### config.mk
export PLATFORM = sky130hd
export DESIGN_NAME = mul32_sequencer
export DESIGN_NICKNAME = d
export VERILOG_FILES = /design/src/rtl/mul32_sequencer.sv
export SDC_FILE = /design/constraint.sdc
export NUM_CORES = 1
export LEC_CHECK = 0
export BUFFER_PORTS_ARGS = -buffer_cell sky130_fd_sc_hd__buf_2
export CORE_UTILIZATION = 57
export DETAILED_ROUTE_END_ITERATION = 10
export PLACE_DENSITY_LB_ADDON = 0.05
export SYNTH_ARGS = -nofsm -noshare
export SYNTH_HDL_FRONTEND = slang
export SYNTH_SLANG_ARGS = --single-unit
### constraint.sdc
create_clock -name clk -period 3.6 [get_ports clk]
set_input_delay 0.18 -clock clk [delete_from_list [all_inputs] [get_ports clk]]
set_output_delay 0.18 -clock clk [all_outputs]
set_load 0.02 [all_outputs]
### src/rtl/mul32_sequencer.sv
// mul32_sequencer: unsigned 2W x 2W -> 4W multiplier built by time-sharing one
// external W x W -> 2W combinational multiplier. The operands are latched on
// acceptance. Four partial products are then issued in the fixed order
// aL*bL, aH*bL, aL*bH, aH*bH, and their shifted values are summed in a 4W
// accumulator. If either operand is zero, the block skips the passes and goes
// straight to DONE with a zero result.
//
// Ports:
//   clk, rst_n            clock (rising edge), asynchronous active-low reset
//   in_valid/in_ready     operand handshake; in_ready is high only in IDLE
//   in_a, in_b            2W-bit unsigned operands
//   out_valid/out_ready   result handshake; out_valid is high only in DONE
//   out_result            4W-bit product, held until the next load
//   mul_a, mul_b          W-bit operands to the shared multiplier (0 when unused)
//   mul_p                 2W-bit product from the shared multiplier, same cycle
//   busy                  high in every state except IDLE
module mul32_sequencer #(
  parameter int unsigned W = 16
) (
  input  logic             clk,
  input  logic             rst_n,
  input  logic             in_valid,
  output logic             in_ready,
  input  logic [2*W-1:0]   in_a,
  input  logic [2*W-1:0]   in_b,
  output logic             out_valid,
  input  logic             out_ready,
  output logic [4*W-1:0]   out_result,
  output logic [W-1:0]     mul_a,
  output logic [W-1:0]     mul_b,
  input  logic [2*W-1:0]   mul_p,
  output logic             busy
);

  localparam int unsigned OpW  = 2 * W;
  localparam int unsigned AccW = 4 * W;

  typedef enum logic [2:0] {
    StIdle,
    StPp0,
    StPp1,
    StPp2,
    StPp3,
    StDone
  } state_e;

  state_e            state_q, state_d;
  logic [OpW-1:0]    a_q, a_d;
  logic [OpW-1:0]    b_q, b_d;
  logic [AccW-1:0]   acc_q, acc_d;
  logic [AccW-1:0]   result_q, result_d;

  logic [W-1:0]      a_lo, a_hi, b_lo, b_hi;
  logic [AccW-1:0]   pp_ext;

  assign a_lo = a_q[W-1:0];
  assign a_hi = a_q[OpW-1:W];
  assign b_lo = b_q[W-1:0];
  assign b_hi = b_q[OpW-1:W];

  // Partial product zero-extended to accumulator width before shifting.
  assign pp_ext = {{OpW{1'b0}}, mul_p};

  always_ff @(posedge clk or negedge rst_n) begin
    if (!rst_n) begin
      state_q  <= StIdle;
      a_q      <= '0;
      b_q      <= '0;
      acc_q    <= '0;
      result_q <= '0;
    end else begin
      state_q  <= state_d;
      a_q      <= a_d;
      b_q      <= b_d;
      acc_q    <= acc_d;
      result_q <= result_d;
    end
  end

  always_comb begin
    state_d  = state_q;
    a_d      = a_q;
    b_d      = b_q;
    acc_d    = acc_q;
    result_d = result_q;
    mul_a    = '0;
    mul_b    = '0;

    unique case (state_q)
      StIdle: begin
        if (in_valid) begin
          a_d   = in_a;
          b_d   = in_b;
          acc_d = '0;
          if ((in_a == '0) || (in_b == '0)) begin
            // Zero fast path: the product is known without any passes.
            result_d = '0;
            state_d  = StDone;
          end else begin
            state_d = StPp0;
          end
        end
      end
      StPp0: begin
        mul_a   = a_lo;
        mul_b   = b_lo;
        acc_d   = pp_ext;
        state_d = StPp1;
      end
      StPp1: begin
        mul_a   = a_hi;
        mul_b   = b_lo;
        acc_d   = acc_q + (pp_ext << W);
        state_d = StPp2;
      end
      StPp2: begin
        mul_a   = a_lo;
        mul_b   = b_hi;
        acc_d   = acc_q + (pp_ext << W);
        state_d = StPp3;
      end
      StPp3: begin
        mul_a    = a_hi;
        mul_b    = b_hi;
        // The last pass goes straight into the result register, so DONE
        // never depends on the accumulator.
        result_d = acc_q + (pp_ext << OpW);
        state_d  = StDone;
      end
      StDone: begin
        if (out_ready) begin
          state_d = StIdle;
        end
      end
      default: begin
        state_d = StIdle;
      end
    endcase
  end

  assign in_ready   = (state_q == StIdle);
  assign busy       = (state_q != StIdle);
  assign out_valid  = (state_q == StDone);
  assign out_result = result_q;

endmodule

# ---- After elaboration in Yosys (flattened, before gate mapping)
# Cells that the tools add are included.
dict set report word_totals {
  register_bits 195
  inputBits 100
  out_inout_bits 99
  elab_cells 42
}
dict set report classes {
  n_addsub 2
  eq_ne 8
  mux 11
  reduce_logical 16
}
# operator n
set ops {}
lappend ops {{two-way mux 64 bit} 3}
lappend ops {{case mux 64 bit (3 select lines)} 1}
lappend ops {{case mux 64 bit (2 select lines)} 1}
lappend ops {{adder 64 x 48 -> 64 bit} 1}
lappend ops {{adder 64 bit} 1}
lappend ops {{zero test 32 bit} 2}
lappend ops {{case mux 16 bit (2 select lines)} 2}
lappend ops {{case mux 3 bit (6 select lines)} 1}
lappend ops {{OR reduction 2 bit} 5}
lappend ops {{two-way mux 3 bit} 3}
lappend ops {{== test 3 x 2 -> 1 bit, second input constant} 2}
lappend ops {{== test 3 bit, second input constant} 2}
lappend ops {{AND reduction 2 bit} 3}
lappend ops {{nonzero test 3 bit} 2}
lappend ops {{inequality test 2 x 1 -> 1 bit, second input constant} 2}
lappend ops {{== test 3 x 1 -> 1 bit, second input constant} 1}
lappend ops {{zero test 3 bit} 1}
lappend ops {{AND reduction 3 bit} 1}
lappend ops {{inequality test 2 bit, second input constant} 1}
lappend ops {{nonzero test 2 bit} 1}
lappend ops {{logical OR 1 bit} 1}

# ---- Longest topological paths before layout
# Gate-level depths: netlist of run 1.
dict set report logic_depth {
  depth_word 5
  ltp_mapped 11
}

# ---- Least setup slack after synthesis of run 1
# No wires, ideal clock.
dict set report synth_timing {
  kind {register to register}
  startpoint {register acc_q[32]}
  endpoint {register result_q[58] (netlist: out_result[58])}
  setup_ps 121
  arrival_time_ps 2603
  setup_slack_ps 876
  path_stages_with_launch 11
  period_less_slack_ps 2724
  cell_sequence {dfrtp_1 ha_1 fa_1 a211oi_1 o21ai_1 a311oi_2 nor3_2 a2111oi_4 nor2_1 a211o_1 a22o_1}
}
dict set report synth_via {
  elab_chain_cells 2
}
# item line
set synth_lines {}
lappend synth_lines {{from (decl)} 50} ;# logic [AccW-1:0] acc_q, acc_d;
lappend synth_lines {{from (signal assigned)} 69} ;# acc_q <= '0;
lappend synth_lines {{from (signal assigned)} 75} ;# acc_q <= acc_d;
lappend synth_lines {{adder 64 bit} 127} ;# result_d = acc_q + (pp_ext << OpW);
lappend synth_lines {{case mux 64 bit (2 select lines)} 89} ;# unique case (state_q)
lappend synth_lines {{to (signal assigned)} 76} ;# result_q <= result_d;
lappend synth_lines {{to (decl)} 51} ;# logic [AccW-1:0] result_q, result_d;
# No other way between the ends.
# A chain may end at the register's enable or synchronous reset.

# ---- Worst setup path after layout of run 1
dict set report layout_timing {
  startpoint {register acc_q[16]}
  endpoint {register acc_q[56]}
}
dict set report layout_via {
  elab_chain_cells 2
}
# item line
set layout_lines {}
lappend layout_lines {{adder 64 x 48 -> 64 bit} {113, 119}}
lappend layout_lines {{case mux 64 bit (3 select lines)} 89}
# No other way between the ends.

==> impl_metrics.yaml, run 1 <==
grt:
  gr-usage-all-layers_pct: 32.2
  grt_pass1_vias: 9352
  grt_busiest_layer: "met2"
  grtUsageMet1_pct: 44.1
  grt_use_met3_pct: 6.20
  global_route_wire_length_before_repair_um: 50400
  grt_start_max_net_pins: 91
  grtUsageMet2_pct: 51.0
  globalRouteOverflowTotal: 0
  antenna_found_initial: 0
critical_path:
  critical_path_peak_fanout: 10
  worst_setup_path_end_kind: "flip-flop"
  timing.critical_path.from_type: "flip-flop"
  rr_worst_depth: 10
  timing.critical_path.arrival_ns: 3.51
  setup.reg_to_reg.worst_slack_ns: 0.41
  timing.critical_path.slowest_cell_delay_ns: 0.44
  critical_path_required_ns: 3.92
  path_common_cell: "sky130_fd_sc_hd__nand3_1"
  slowest_stage: "sky130_fd_sc_hd__fa_1"
  critical_path.cell_chain: "ha_1 -> fa_1 -> a211oi_1 -> o211ai_1 -> nand3_1 -> nand3_1 -> and3_1 -> o21ai_4 -> a21boi_1 -> mux2i_1"
  setup.worst_path.class: "reg2reg"
  critical_path.reg2reg.endpoint: "acc_q[56]"
  regToRegStartpoint: "acc_q[16]"
synth:
  syn_area_mm2: 0.0113
  yosys_reg_bits: 195
  yosysTopAreaCell: "sky130_fd_sc_hd__dfrtp_1"
  synthesis.yosys.warnings: 0
  yosys.cell_types.count: 77
  dominantRegCellSynth: "sky130_fd_sc_hd__dfrtp_1"
  syn_inst: 1107
  postSynthNetCount: 1272
  synthDominantCellAreaShare_pct: 43.1
  synth-seq-area-share_pct: 43.1
  synth_edf_count: 0
  ys_async_sr_fraction_pct: 100
  synth.area.top_cells: "sky130_fd_sc_hd__dfrtp_1 (43%), sky130_fd_sc_hd__ha_1 (7.0%), sky130_fd_sc_hd__a22o_1 (6.5%)"
  postSynthAreaPerCell_um2: 10.2
layout:
  n_fill_cell: 1437
  final_layout_size_suffix_gt1_share_pct: 25.3
  num_antenna_cells: 0
  layout_commonest_cell: "sky130_fd_sc_hd__buf_2"
  areaGrowthSynthToFinish_pct: 21.7
  nets: 1510
  layout.cells.most_common_list: "sky130_fd_sc_hd__buf_2 (197), sky130_fd_sc_hd__dfrtp_1 (195), sky130_fd_sc_hd__nand2_1 (88)"
sta:
  worst_pin_slew_ns: 1.02
  clock_skew_ns: 0.0170
  post_route_setup_slack_ns: 0.405
  rsz0062_at_grt: "no"
  setup_total_negative_slack_ns: 0
  final-hold-violation-count: 0
  final_period_minus_worst_setup_slack_ns: 3.19
  final-setup-viol-count: 0
  period_share_pct: 88.7
  max_freq_mhz: 313
  report.final.slew_viol_count: 0
  worst_slew_margin_rel_pct: 32.1
routing:
  totalWireLength_um: 31800
  route.detailed.drc: 0
  viasPerCell: 6.14
  route.vias.total: 9958
  routedWlPerCell_um: 19.6
  drt_first_iter_violations: 751
  drt_pass1_iterations: 7
  final_antenna_net_count: 0
run:
  drv.max_cap_violation_count: 0
clocking:
  postCtsSetupBuffers: 0
  ctsRootBufferMaster: "sky130_fd_sc_hd__clkbuf_16"
  cts_sinks: 195
  numCtsBuffers: 17
  clock_insertion_delay_worst_skew_ns: 0.44
  postCtsHoldBufs: 57
  postCtsResizedCells: 0
  tritoncts: "done"
  htree_num_levels: 4
  cts_max_path_buffers: 2
  clkTransAtPathRegs_ns: 0.08
die:
  dieArea_mm2: 0.0204
  floorplan.initialDensity_pct: 58.2
  std_cell_rows: 51
  io_pins: 199
  die_h_um: 143
  core_area_mm2: 0.0195
  die_w_um: 143
hold_path:
  worstHoldPathCells: 2
  hold_class: "in2reg"
  hold-path-endpoint: "b_q[5]"
  start_point_of_the_worst_min_delay_path: "in_b[5]"
power:
  power_leakage_nw: 6.49
  vdd.ir_drop.worst_uv: 684
  p_per_area_mw_per_mm2: 858
run_status:
  status: "finished, final reports clean"
place:
  place_congestion: 0.932
  final_hpwl_dp_um: 22300
  buffer_ports.inserted: 198
  post-place-ws_ns: 0.545
==> final cells by class <==
| cell class | instances | area [um2] | area share, % |
|---|---|---|---|
| multi-input cells | 834 | 6130 | 44.5 |
| flip-flops and latches | 195 | 4880 | 35.4 |
| repair buffers | 275 | 1750 | 12.7 |
| clock buffers | 18 | 429 | 3.11 |
| well taps | 265 | 332 | 2.41 |
| clock inverters | 14 | 183 | 1.33 |
| inverters | 22 | 82.6 | 0.599 |
==> cells in the mapped netlist, drive strengths merged, types with 9 or more instances <==
master	instances
a211oi	13
a21o	30
a21oi	68
a22o	84
a22oi	12
a31oi	10
and2	11
buf	16
clkbuf	40
dfrtp	195
ha	63
inv	22
mux2	64
nand2	89
nand2b	11
nand3	16
nand4	15
nor2	41
nor3	11
nor4	19
o211ai	10
o21ai	96
o21bai	10
o31ai	9
xnor2	27
xor2	25
==> registers in the layout (all words and copies together), names as in the netlist <==
signal / cells
a_q: 32
acc_q: 64
b_q: 32
out_result: 64
state_q: 3
==> critical path: cells and delay by family, from the launching register on <==
family,cells,cell delay (ns)
AO/OA/AOI/OAI,4,1.09
adder cells (fa/ha/maj),2,0.66
flip-flops,1,0.42
multiplexers,1,0.15
AND/OR/NAND/NOR,3,0.74
==> worst max-delay path by stage <==
stage,end,slack (ns),start
2_1_floorplan,out_result[58],0.88,acc_q[32]
3_3_place_gp,acc_q[60],0.59,acc_q[16]
3_5_place_dp,acc_q[56],0.54,acc_q[16]
4_1_cts,acc_q[56],0.50,acc_q[16]
5_1_grt,acc_q[60],0.29,acc_q[16]
6_report,acc_q[56],0.41,acc_q[16]
==> cells by family after synthesis <==
logic type | after synthesis | synth area share (%)
AND/OR/NAND/NOR | 264 | 12.1
adder cells (fa/ha/maj) | 65 | 7.31
buffers and inverters | 78 | 2.86
XOR/XNOR | 52 | 4.02
flip-flops | 195 | 43.1
multiplexers | 69 | 6.81
AO/OA/AOI/OAI | 384 | 23.8
==> report_power, final <==
| part | leakage [nW] | internal, W | switching [W] |
|---|---|---|---|
| clock | 0.292 | 0.00100 | 0.000961 |
| sequential | 2.45 | 0.00315 | 0.000618 |
| combinational | 3.75 | 0.00253 | 0.00358 |
| total | 6.49 | 0.00668 | 0.00515 |
==> metrics by stage <==
step,instance area (um2),total power (W),hold WS [ns],instances,util [%]
2_1_floorplan,11300,0.00801,-0.116,1107,-
3_3_place_gp,12600,0.00964,0.293,1534,64.7
3_5_place_dp,12600,0.00976,0.297,1534,64.7
4_1_cts,13800,0.0118,0.0000465,1623,70.8
5_1_grt,13800,0.0126,0.00614,1623,70.8
6_report,13800,0.0118,0.0127,1623,70.8
==> metal layers <==
layer	share of wire [%]	vias up
li1	-	4661
met3	7.1	62
met1	45	4796
met5	0	-
met2	46	439
met4	2.8	0
No activity file was read; power rests on OpenSTA's default activity.
==> run 2, diff against run 1 <==
==> constraint.sdc (replaced) <==
create_clock -name clk -period 3.4 [get_ports clk]
set_input_delay 0.17 -clock clk [delete_from_list [all_inputs] [get_ports clk]]
set_output_delay 0.17 -clock clk [all_outputs]
set_load 0.02 [all_outputs]
==> run 2 against run 1 <==
Compared with the run above:
- via count grew 0.20%
- critical endpoint is now acc_q[60]
- global-route usage hardly changed
- design area grew 0.39%
- largest cell class unchanged
- sequential power rose by 5.8%
- routed wire length up 0.71%
- clock-buffer cell count unchanged
==> impl_metrics.yaml, run 2 (synthesized netlist as in run 1, its figures left out) <==
run_status:
  status: "finished, final reports clean"
routing:
  route.vias.total: 9978
  totalWireLength_um: 32000
  viasPerCell: 6.11
  route.detailed.drc: 0
  final_antenna_net_count: 0
  drt_pass1_iterations: 5
  drt_first_iter_violations: 720
  routedWlPerCell_um: 19.6
power:
  vdd.ir_drop.worst_uv: 617
  p_per_area_mw_per_mm2: 898
  power_leakage_nw: 6.51
hold_path:
  hold_class: "in2reg"
  worstHoldPathCells: 2
clocking:
  ctsRootBufferMaster: "sky130_fd_sc_hd__clkbuf_16"
  cts_max_path_buffers: 2
  tritoncts: "done"
  postCtsResizedCells: 0
  clkTransAtPathRegs_ns: 0.08
  clock_insertion_delay_worst_skew_ns: 0.44
  htree_num_levels: 4
  numCtsBuffers: 17
  cts_sinks: 195
run:
  drv.max_cap_violation_count: 0
grt:
  globalRouteOverflowTotal: 0
  global_route_wire_length_before_repair_um: 50800
  grt_pass1_vias: 9621
  gr-usage-all-layers_pct: 32.1
  antenna_found_initial: 0
  grt_start_max_net_pins: 76
critical_path:
  timing.critical_path.arrival_ns: 3.51
  critical_path_required_ns: 3.72
  rr_worst_depth: 10
  timing.critical_path.from_type: "flip-flop"
  critical_path_peak_fanout: 10
  path_common_cell: "sky130_fd_sc_hd__nand3_1"
  critical_path.cell_chain: "ha_1 -> fa_1 -> a211oi_1 -> o211ai_1 -> nand3_1 -> nand3_1 -> and3_1 -> o21ai_4 -> a21oi_1 -> mux2i_1"
  timing.critical_path.slowest_cell_delay_ns: 0.44
  setup.reg_to_reg.worst_slack_ns: 0.20
  worst_setup_path_end_kind: "flip-flop"
  setup.worst_path.class: "reg2reg"
  slowest_stage: "sky130_fd_sc_hd__fa_1"
sta:
  worst_slew_margin_rel_pct: 34.2
  worst_pin_slew_ns: 0.988
  rsz0062_at_grt: "no"
  final_period_minus_worst_setup_slack_ns: 3.20
  max_freq_mhz: 313
  setup_total_negative_slack_ns: 0
  final-hold-violation-count: 0
  holdWs_ns: 0.0191
  report.final.slew_viol_count: 0
  final-setup-viol-count: 0
  clock_skew_ns: 0.00742
  period_share_pct: 94.0
layout:
  multi_input_area_mm2: 0.00613
  n_fill_cell: 1430
  final_cell_count_no_fill: 1632
  nets: 1520
  final-seq-area_mm2: 0.00488
  areaGrowthSynthToFinish_pct: 22.2
  layout.cells.most_common_list: "sky130_fd_sc_hd__buf_2 (197), sky130_fd_sc_hd__dfrtp_1 (195), sky130_fd_sc_hd__nand2_1 (88)"
  postLayoutCellArea_mm2: 0.0138
  final_layout_size_suffix_gt1_share_pct: 25.2
  layout_commonest_cell: "sky130_fd_sc_hd__buf_2"
  num_antenna_cells: 0
place:
  place_congestion: 0.948
  dp.cells: 1536
  final_hpwl_dp_um: 21900
  buffer_ports.inserted: 198
  placed_area_mm2: 0.0126
die:
  core_area_mm2: 0.0195
  dieArea_mm2: 0.0204
  die_w_um: 143
  io_pins: 199
  die_h_um: 143
  floorplan.initialDensity_pct: 58.2
  std_cell_rows: 51
==> run 2: timing repair <==
action | 4_1_cts | 5_1_grt
buffers inserted | 0 | 0
hold buffers | 65 | 0
endpoints found under the hold margin | 114 | 0
==> run 2: layout make-up <==
class | count | area share (%)
repair buffers | 285 | 13.3
clock buffers | 18 | 3.10
well taps | 265 | 2.40
flip-flops and latches | 195 | 35.3
multi-input cells | 834 | 44.3
clock inverters | 13 | 1.02
inverters | 22 | 0.597
==> run 2: power breakdown <==
part           total, W  internal [W]  leakage [nW]  switching, W
Sequential      0.00399       0.00333          2.45      0.000655
Clock           0.00198      0.000976         0.272       0.00100
Combinational   0.00646       0.00269          3.79       0.00378
Total            0.0124       0.00700          6.51       0.00543
==> run 2: worst max-delay path, delay by kind of cell (launching register included) <==
kind	cells	cell delay (ns)
adders and majority gates	2	0.66
AOI/OAI and AO/OA	4	1.08
muxes	1	0.15
DFF	1	0.40
and+or+nand+nor	3	0.77
==> run 2: final timing paths <==
kind,from,end
worst max register to register,acc_q[16],acc_q[60]
worst max-delay path,acc_q[16],acc_q[60]
min in group asynchronous,rst_n,out_result[4]
max in group asynchronous,rst_n,acc_q[55]
worst min-delay path,mul_p[0],acc_q[0]
worst min register to register,out_result[49],out_result[49]
==> run 2: layer usage <==
metal	track usage [%]	vias to the layer above	part of all wire, %
met1	44.7	4809	45
li1	-	4692	-
met5	0	-	0
met4	12.3	0	2.9
met3	5.73	67	7.0
met2	49.9	410	45
==> run 2: stage by stage <==
stage,total power [W],utilization (%),setup slack (ns)
2_1_floorplan,0.00848,-,0.676
3_3_place_gp,0.0102,64.8,0.405
3_5_place_dp,0.0103,64.8,0.349
4_1_cts,0.0124,71.1,0.271
5_1_grt,0.0132,71.1,0.0282
6_report,0.0124,71.1,0.204
